--- src/rtl/mdu_pkg.sv ---
// Shared types and constants for the sequential multiply/divide unit.
// Holds the op and state encodings plus the per-operation iteration count.
package mdu_pkg;

    localparam int ITER_N = 32;
    localparam int CNT_W  = 6;

    typedef enum logic [2:0] {
        OP_MULTU = 3'd0,
        OP_MULT  = 3'd1,
        OP_DIVU  = 3'd2,
        OP_DIV   = 3'd3,
        OP_MTHI  = 3'd4,
        OP_MTLO  = 3'd5
    } op_e;

    typedef enum logic [1:0] {
        ST_IDLE = 2'd0,
        ST_RUN  = 2'd1,
        ST_FIX  = 2'd2
    } state_e;

    function automatic logic is_iter_op(input logic [2:0] o);
        return (o == OP_MULTU) || (o == OP_MULT) || (o == OP_DIVU) || (o == OP_DIV);
    endfunction

endpackage

--- src/rtl/mdu_signfix.sv ---
// Sign handling for mdu_seq: operand magnitudes on entry, result sign correction on exit.
// Latency: purely combinational. Backpressure: none.
// Divide corrects quotient and remainder independently; multiply negates the full 64-bit product.
module mdu_signfix
    import mdu_pkg::*;
(
    input  logic [31:0] a_in,
    input  logic [31:0] b_in,
    input  logic        sgn_op,
    output logic [31:0] a_mag,
    output logic [31:0] b_mag,
    output logic        a_neg,
    output logic        b_neg,
    input  logic [63:0] acc_in,
    input  logic        is_div,
    input  logic        neg_lo,
    input  logic        neg_hi,
    output logic [31:0] hi_out,
    output logic [31:0] lo_out
);

    logic [63:0] prod;
    logic [31:0] quot;
    logic [31:0] rem;

    always_comb begin
        a_neg = sgn_op & a_in[31];
        b_neg = sgn_op & b_in[31];
        a_mag = a_neg ? (~a_in + 32'd1) : a_in;
        b_mag = b_neg ? (~b_in + 32'd1) : b_in;

        prod = neg_lo ? (~acc_in + 64'd1) : acc_in;
        quot = neg_lo ? (~acc_in[31:0] + 32'd1) : acc_in[31:0];
        rem  = neg_hi ? (~acc_in[63:32] + 32'd1) : acc_in[63:32];

        hi_out = is_div ? rem  : prod[63:32];
        lo_out = is_div ? quot : prod[31:0];
    end

endmodule

--- src/rtl/mdu_seq.sv ---
// Iterative MIPS-style HI/LO multiply/divide unit with MTHI/MTLO moves.
// Latency: 33 cycles busy per MULT/DIV, results and done one cycle after; moves write next edge.
// Backpressure: start is only sampled in IDLE; busy tells the pipeline to stall otherwise.
module mdu_seq
    import mdu_pkg::*;
(
    input  logic        clk,
    input  logic        reset,
    input  logic        start,
    input  logic [2:0]  op,
    input  logic [31:0] a,
    input  logic [31:0] b,
    output logic        busy,
    output logic        done,
    output logic [31:0] hi,
    output logic [31:0] lo
);

    state_e             state_q, state_d;
    logic [CNT_W-1:0]   cnt_q, cnt_d;
    logic [63:0]        acc_q, acc_d;
    logic [31:0]        opd_q, opd_d;
    logic               is_div_q, is_div_d;
    logic               neg_lo_q, neg_lo_d;
    logic               neg_hi_q, neg_hi_d;
    logic [31:0]        hi_q, hi_d;
    logic [31:0]        lo_q, lo_d;
    logic               done_q, done_d;

    logic               sgn_op;
    logic [31:0]        a_mag, b_mag;
    logic               a_neg, b_neg;
    logic [31:0]        fix_hi, fix_lo;

    logic [32:0]        mul_sum;
    logic [63:0]        mul_step;
    logic [33:0]        div_diff;
    logic [63:0]        div_step;

    localparam logic [CNT_W-1:0] CNT_LAST = CNT_W'(ITER_N - 1);

    assign sgn_op = (op == OP_MULT) || (op == OP_DIV);

    mdu_signfix u_signfix (
        .a_in   (a),
        .b_in   (b),
        .sgn_op (sgn_op),
        .a_mag  (a_mag),
        .b_mag  (b_mag),
        .a_neg  (a_neg),
        .b_neg  (b_neg),
        .acc_in (acc_q),
        .is_div (is_div_q),
        .neg_lo (neg_lo_q),
        .neg_hi (neg_hi_q),
        .hi_out (fix_hi),
        .lo_out (fix_lo)
    );

    // Multiply: acc = {partial, multiplier}; add multiplicand on the LSB, shift right.
    // Divide: acc = {remainder, dividend}; shift left, trial-subtract the divisor.
    always_comb begin
        mul_sum  = {1'b0, acc_q[63:32]} + (acc_q[0] ? {1'b0, opd_q} : 33'd0);
        mul_step = {mul_sum, acc_q[31:1]};
        div_diff = {1'b0, acc_q[63:31]} - {2'b00, opd_q};
        if (!div_diff[33]) begin
            div_step = {div_diff[31:0], acc_q[30:0], 1'b1};
        end else begin
            div_step = {acc_q[62:0], 1'b0};
        end
    end

    always_comb begin
        state_d  = state_q;
        cnt_d    = cnt_q;
        acc_d    = acc_q;
        opd_d    = opd_q;
        is_div_d = is_div_q;
        neg_lo_d = neg_lo_q;
        neg_hi_d = neg_hi_q;
        hi_d     = hi_q;
        lo_d     = lo_q;
        done_d   = 1'b0;

        case (state_q)
            ST_IDLE: begin
                if (start) begin
                    if (is_iter_op(op)) begin
                        acc_d    = {32'd0, a_mag};
                        opd_d    = b_mag;
                        is_div_d = (op == OP_DIVU) || (op == OP_DIV);
                        // Zero divisor keeps the raw all-ones quotient; remainder follows the dividend.
                        neg_lo_d = (a_neg ^ b_neg) & (b != 32'd0);
                        neg_hi_d = a_neg;
                        cnt_d    = '0;
                        state_d  = ST_RUN;
                    end else if (op == OP_MTHI) begin
                        hi_d = a;
                    end else if (op == OP_MTLO) begin
                        lo_d = a;
                    end
                end
            end
            ST_RUN: begin
                acc_d = is_div_q ? div_step : mul_step;
                cnt_d = cnt_q + 1'b1;
                if (cnt_q == CNT_LAST) begin
                    state_d = ST_FIX;
                end
            end
            ST_FIX: begin
                hi_d    = fix_hi;
                lo_d    = fix_lo;
                done_d  = 1'b1;
                state_d = ST_IDLE;
            end
            default: begin
                state_d = ST_IDLE;
            end
        endcase
    end

    always_ff @(posedge clk or posedge reset) begin
        if (reset) begin
            state_q  <= ST_IDLE;
            cnt_q    <= '0;
            acc_q    <= '0;
            opd_q    <= '0;
            is_div_q <= 1'b0;
            neg_lo_q <= 1'b0;
            neg_hi_q <= 1'b0;
            hi_q     <= '0;
            lo_q     <= '0;
            done_q   <= 1'b0;
        end else begin
            state_q  <= state_d;
            cnt_q    <= cnt_d;
            acc_q    <= acc_d;
            opd_q    <= opd_d;
            is_div_q <= is_div_d;
            neg_lo_q <= neg_lo_d;
            neg_hi_q <= neg_hi_d;
            hi_q     <= hi_d;
            lo_q     <= lo_d;
            done_q   <= done_d;
        end
    end

    assign busy = (state_q != ST_IDLE);
    assign done = done_q;
    assign hi   = hi_q;
    assign lo   = lo_q;

endmodule

--- config.mk ---
export PLATFORM = sky130hd
export DESIGN_NAME = mdu_seq
export DESIGN_NICKNAME = d
export VERILOG_FILES = /design/src/rtl/mdu_pkg.sv /design/src/rtl/mdu_signfix.sv /design/src/rtl/mdu_seq.sv
export SDC_FILE = /design/constraint.sdc
export NUM_CORES = 1
export LEC_CHECK = 0
export CAP_MARGIN = 10
export CORE_UTILIZATION = 60
export CTS_BUF_LIST = sky130_fd_sc_hd__clkbuf_16
export DETAILED_ROUTE_END_ITERATION = 6
export PLACE_DENSITY = 0.84
export SLEW_MARGIN = 20
export SYNTH_ARGS = -nofsm -noshare
export SYNTH_HDL_FRONTEND = slang
export SYNTH_SLANG_ARGS = --single-unit
--- constraint.sdc ---
create_clock -name clk -period 16.1 [get_ports clk]
set_clock_uncertainty 0.15 [all_clocks]
set_input_delay 4.83 -clock clk [delete_from_list [all_inputs] [get_ports clk]]
set_output_delay 4.83 -clock clk [all_outputs]
set_load 0.02 [all_outputs]
Word level (Yosys, flattened, before mapping)
Index checks and enable logic that the tools add are counted.
{"block": "totals", "regBits": 172}
{"block": "classes", "mux": 30, "n_eq_ne": 15, "n_reduce_logical": 16, "add_sub_neg": 8, "bitwise": 9}
{"operator": "$mux W32", "count": 14}
{"operator": "$mux W64", "count": 5}
{"operator": "$add A32 B1 Y32 const B", "count": 4}
{"operator": "$not A32 Y32", "count": 4}
{"operator": "$pmux W32 S2", "count": 2}
{"operator": "$pmux W64 S2", "count": 1}
{"operator": "$add A64 B1 Y64 const B", "count": 1}
{"operator": "$not A64 Y64", "count": 1}
{"operator": "$sub A33 B32 Y34", "count": 1}
{"operator": "$add A32 B32 Y33", "count": 1}
{"operator": "$reduce_bool A32 Y1", "count": 1}
{"operator": "$ne A2 B2 Y1 const B", "count": 7}
{"operator": "$mux W6", "count": 2}
{"operator": "$pmux W6 S2", "count": 1}
{"operator": "$reduce_and A3 Y1", "count": 3}
{"operator": "$add A6 B1 Y6 const B", "count": 1}
{"operator": "$eq A3 B2 Y1 const B", "count": 2}
{"operator": "$eq A3 B3 Y1 const B", "count": 2}
{"operator": "$eq A6 B5 Y1 const B", "count": 1}
{"operator": "$mux W2", "count": 3}
{"operator": "$reduce_bool A2 Y1", "count": 3}
{"operator": "$logic_or A1 B1 Y1", "count": 5}
{"operator": "$reduce_and A5 Y1", "count": 1}
{"operator": "$pmux W2 S2", "count": 1}
{"operator": "9 further kinds", "count": 11}

Logic depth before layout (Yosys ltp)
{"block": "logic_depth", "word_depth": 7, "ltp_mapped": 14}

By module
Synthesis repeated with hierarchy kept, for this count alone.
{"block": "hier_totals", "cells_unflattened": 1879, "hier_area_um2": 14754.2}
{"module": "mdu_seq", "cells_per_inst": 1412, "n_inst": 1, "area_each_um2": 11728.7}
{"module": "mdu_signfix", "cells_per_inst": 467, "n_inst": 1, "area_each_um2": 3025.4}

Worst setup path before layout
Ideal clock, no wire load.
{"block": "synth_timing", "kind": "in2reg", "startpoint": "in b[8]", "endpoint": "reg neg_lo_q", "t_arrival_ns": 7.085, "setup_time_ns": 0.124, "required_ns": 15.826, "slack_ns": 8.741, "n_path_buf": 0, "path_stages": 8, "cell_sequence": "or4_4 -> nor4_4 -> nand3b_1 -> or3b_1 -> or2_2 -> nor4b_4 -> a2111oi_0 -> a211o_1"}
{"block": "synth_via", "elab_chain_cells": 2}
{"element": "start: declaration", "line": "mdu_seq.sv:12", "rtl": "input logic [31:0] b,"}
{"element": "$reduce_bool A32 Y1", "line": "mdu_seq.sv:93", "rtl": "neg_lo_d = (a_neg ^ b_neg) & (b != 32'd0);"}
{"element": "$and A1 B1 Y1", "line": "mdu_seq.sv:93"}
{"element": "end signal: assignment", "line": "mdu_seq.sv:141", "rtl": "neg_lo_q <= neg_lo_d;"}
{"element": "end: declaration", "line": "mdu_seq.sv:24", "rtl": "logic neg_lo_q, neg_lo_d;"}
Every way passes these cells.
A chain may end at the register's enable or synchronous reset.

Final worst setup path
{"block": "layout_timing", "startpoint": "in a[3]", "endpoint": "reg acc_q[30]"}
{"block": "layout_via", "elab_chain_cells": 6}
{"element": "start: declaration", "line": "mdu_seq.sv:11", "rtl": "input logic [31:0] a,"}
{"element": "$not A32 Y32", "line": "mdu_signfix.sv:29", "rtl": "a_mag = a_neg ? (~a_in + 32'd1) : a_in;"}
{"element": "$add A32 B1 Y32", "line": "mdu_signfix.sv:29"}
{"element": "$mux W32", "line": "mdu_signfix.sv:29"}
{"element": "$mux W64", "line": "mdu_seq.sv:88", "rtl": "if (is_iter_op(op)) begin"}
{"element": "$mux W64", "line": "mdu_seq.sv:87", "rtl": "if (start) begin"}
{"element": "$pmux W64 S2", "line": "mdu_seq.sv:85", "rtl": "case (state_q)"}
{"element": "end signal: assignment", "line": "mdu_seq.sv:127", "rtl": "acc_q <= '0;"}
{"element": "end signal: assignment", "line": "mdu_seq.sv:138", "rtl": "acc_q <= acc_d;"}
{"element": "end: declaration", "line": "mdu_seq.sv:21", "rtl": "logic [63:0] acc_q, acc_d;"}
Every way passes these cells. The select of a mux whose other input is x is not followed.

==> tab_implementation.tex <==
\begin{tabular}{lr}
\hline
Metric & Value \\
\hline
\multicolumn{2}{l}{\textbf{Synth}} \\
Warnings from Yosys & 0 \\
EDFF count, synth & 0 \\
Avg Inst Size Synth & 7.84 sq um \\
Most area-hungry cell type in the Yosys netlist & sky130\_fd\_sc\_hd\_\_dfrtp\_1 \\
Largest cells by area after synthesis & sky130\_fd\_sc\_hd\_\_dfrtp\_1 30\%, sky130\_fd\_sc\_hd\_\_o21ai\_0 8.6\%, sky130\_fd\_sc\_hd\_\_ha\_1 6.0\%, sky130\_fd\_sc\_hd\_\_nand2\_1 5.9\%, sky130\_fd\_sc\_hd\_\_xnor2\_1 5.9\% \\
Number of distinct library cells after synthesis & 82 \\
Mapped Nets & 1971 \\
Flop and latch count out of synthesis & 172 \\
Share of the synthesized area in the top cell type & 30.0\% \\
Cells after synthesis & 1830 \\
Portion of the post-synthesis area used by sequential elements & 30.0\% \\
Async S/R FF share, synth & 100\% \\
Top\_reg\_cell synth & sky130\_fd\_sc\_hd\_\_dfrtp\_1 \\
Post-synth design cell area & 0.0144 sq mm \\
\multicolumn{2}{l}{\textbf{Setup path}} \\
CP max-delay cell & sky130\_fd\_sc\_hd\_\_or4\_4 \\
Data required time at the worst endpoint & 16.24 ns \\
Worst Setup End Kind & flop \\
Instance count on the critical path & 10 \\
Cell family with the largest share of critical-path delay & simple AND/OR/NAND/NOR gates \\
Most used cell, CP & sky130\_fd\_sc\_hd\_\_or4\_4 \\
Worst path cell trace & clkdlybuf4s50\_1 -> or4\_4 -> or4\_4 -> or4\_4 -> nor2\_4 -> and2\_4 -> a31oi\_1 -> a21oi\_1 -> xor2\_1 -> o21ai\_0 \\
Maximum fanout count along the critical path & 7 \\
Stage delay of the slowest cell on the critical path & 0.58 ns \\
Category of the critical setup timing path & in2reg \\
Arrival time at the worst endpoint & 7.86 ns \\
Element type at the critical path start & input pin \\
R2R cell count & 12 \\
Reg-to-reg setup timing slack & 11.28 ns \\
Number of buffers and inverters on the critical path & 1 \\
\multicolumn{2}{l}{\textbf{Floorplan}} \\
Floorplan die area & 0.0245 sq mm \\
Overall die height & 157 um \\
FP Rows & 56 \\
Top Ports & 136 \\
Initial Utilization & 61.1\% \\
Core Area & 0.0235 sq mm \\
Die width & 157 um \\
\multicolumn{2}{l}{\textbf{Global route}} \\
Leftover overflow at the end of global routing & 0 \\
Global-route total usage across every layer & 40.1\% \\
Via count of the first global-routing pass & 13800 \\
Number of antenna violations at the first check in global routing & 0 \\
Largest net degree at the start of global routing & 100 \\
First-pass GRT wire length & 75600 um \\
\multicolumn{2}{l}{\textbf{Clock tree}} \\
Clk\_lat worst skew & 0.44 ns \\
Number of hold buffers added after cts & 0 \\
Post-CTS Setup Repair Bufs & 0 \\
Total of cells resized after clock tree synthesis & 0 \\
TritonCTS clock tree & yes \\
Library cell used as clock root buffer & sky130\_fd\_sc\_hd\_\_clkbuf\_16 \\
CTS max path bufs & 2 \\
Number of H-tree levels & 4 \\
Clock tree sinks & 172 \\
Register clock-pin slew on the reported worst setup and hold paths & 0.07 ns \\
Total clock buffers created by CTS & 17 \\
\multicolumn{2}{l}{\textbf{Power}} \\
P per Cell Area & 213 mW/mm\^{}2 \\
Overall power & 3.48 mW \\
Peak supply drop & 0.124 mV \\
Static Leakage & 6.90 nW \\
\multicolumn{2}{l}{\textbf{Cells and area}} \\
Area grow syn2layout & 13.9\% \\
Final design utilization & 69.6\% \\
Number of antenna repair diodes & 0 \\
Total of fill cells in the finished design & 1921 \\
Most common cell after layout, fill and taps aside & sky130\_fd\_sc\_hd\_\_o21ai\_0 \\
Most frequent cells in the layout & 247 x sky130\_fd\_sc\_hd\_\_o21ai\_0, 224 x sky130\_fd\_sc\_hd\_\_nand2\_1, 171 x sky130\_fd\_sc\_hd\_\_dfrtp\_1 \\
Nets & 2032 \\
Fraction of layout instances using a drive strength above 1 & 4.26\% \\
Footprint of the multi-input gates & 0.00936 sq mm \\
Area taken by flip-flops and latches & 0.00431 sq mm \\
\multicolumn{2}{l}{\textbf{Routing}} \\
Remaining number of nets flagged by the antenna check after routing & 0 \\
Number of iterations in the first detailed-routing pass & 7 \\
Number of vias per cell & 6.59 \\
Violation count after the first detailed-routing iteration & 1741 \\
Post-detailed-route wirelength per cell & 21.6 um \\
Total number of vias & 14600 \\
Residual DRC & 0 \\
Overall routed net length & 48000 um \\
\multicolumn{2}{l}{\textbf{Status}} \\
Run status & complete, no violations \\
\multicolumn{2}{l}{\textbf{Place}} \\
Total of buffers placed on input and output ports & 135 \\
Routability-driven placement congestion ratio & 0.981 \\
Setup slack at placement & 8.04 ns \\
DP Wirelength & 35600 um \\
\multicolumn{2}{l}{\textbf{Timing}} \\
Number of endpoints with negative hold slack in the final report & 0 \\
Total negative slack & 0 ns \\
Setup repair after global routing missed its margin & no \\
Max transition margin & 16.9\% \\
Final clock period utilization by the worst path & 47.9\% \\
Max-slew violation count & 0 \\
Final period demand of the worst path & 7.72 ns \\
Measured slew at the worst slew-check pin & 1.23 ns \\
Achievable clock frequency & 130 MHz \\
Final Setup Violations & 0 \\
Min setup slack post-route & 8.38 ns \\
\multicolumn{2}{l}{\textbf{Worst hold path}} \\
Worst min-delay path category & reg2reg \\
Number of stages on the worst hold path & 2 \\
\multicolumn{2}{l}{\textbf{Run}} \\
Max-cap violation count & 0 \\
\hline
\end{tabular}
==> synth_stat cells, drive strengths merged, types with 21 or more instances <==
library cell / number
nor2: 156
o31ai: 21
nand3: 28
dfrtp: 172
xnor2: 96
and3: 24
clkbuf: 90
o21ai: 250
a21oi: 143
mux2i: 64
inv: 68
nor3: 42
ha: 69
nand2: 225
xor2: 64
nor4: 21
==> cell families (layout without fill, tap and decap cells) <==
| logic type | after synthesis | after routing | share of synthesized area, % |
|---|---|---|---|
| muxes | 70 | 70 | 4.93 |
| DFF | 172 | 172 | 30.0 |
| AOI/OAI and AO/OA | 577 | 577 | 24.1 |
| xor gates and xnor gates | 160 | 160 | 9.76 |
| and+or+nand+nor | 602 | 602 | 20.0 |
| adders and majority gates | 71 | 71 | 6.29 |
| buffers and inverters | 178 | 251 | 4.93 |
==> layer usage <==
metal | global-route usage [%] | routed length [um]
met3 | 8.34 | 5420
met5 | 0 | 0
met1 | 53.6 | 19500
met4 | 18.0 | 1960
met2 | 62.2 | 21100
==> registers in the layout (all words and copies together) (netlist names) <==
register and flops:
neg_hi_q 1, cnt_q 6, acc_q 64, state_q 2, neg_lo_q 1, done 1, opd_q 32, lo 32
is_div_q 1, hi 32
==> report_power, final <==
| part | switching, mW | internal, mW | total (mW) |
|---|---|---|---|
| combinational | 1.28 | 0.889 | 2.17 |
| sequential | 0.287 | 0.619 | 0.907 |
| clock | 0.189 | 0.213 | 0.402 |
| total | 1.76 | 1.72 | 3.48 |
==> path summary, 6_finish.rpt <==
path,startpoint,endpoint
max reg2reg,acc_q[0]$_DFFE_PP0P_,acc_q[60]$_DFFE_PP0P_
max,a[3],acc_q[30]$_DFFE_PP0P_
min in group asynchronous,reset,cnt_q[2]$_DFFE_PP0P_
min reg2reg,opd_q[2]$_DFFE_PP0P_,opd_q[2]$_DFFE_PP0P_
max in group asynchronous,reset,acc_q[55]$_DFFE_PP0P_
min,opd_q[2]$_DFFE_PP0P_,opd_q[2]$_DFFE_PP0P_
==> final cells by class <==
type,count,area share [%]
Multi-Input combinational cell,1480,57.2
Sequential cell,172,26.3
Timing Repair Buffer,152,9.05
Clock buffer,17,2.60
Tap cell,319,2.44
Inverter,68,1.59
Clock inverter,14,0.735
==> through the flow <==
stage          instance area, sq um  hold slack (ns)  cells
2_1_floorplan                 14400            0.300   1830
3_3_place_gp                  15800            0.312   2191
3_5_place_dp                  15800            0.320   2191
4_1_cts                       16300            0.336   2222
5_1_grt                       16300            0.360   2222
6_report                      16300            0.332   2222
==> worst min-delay path, cell delays in order (launching register included) <==
cell and delay [ns]:
sky130_fd_sc_hd__dfrtp_1 0.34, sky130_fd_sc_hd__nand2_1 0.05, sky130_fd_sc_hd__o21ai_0 0.06
Note: power is estimated with default switching activity, not from simulation.
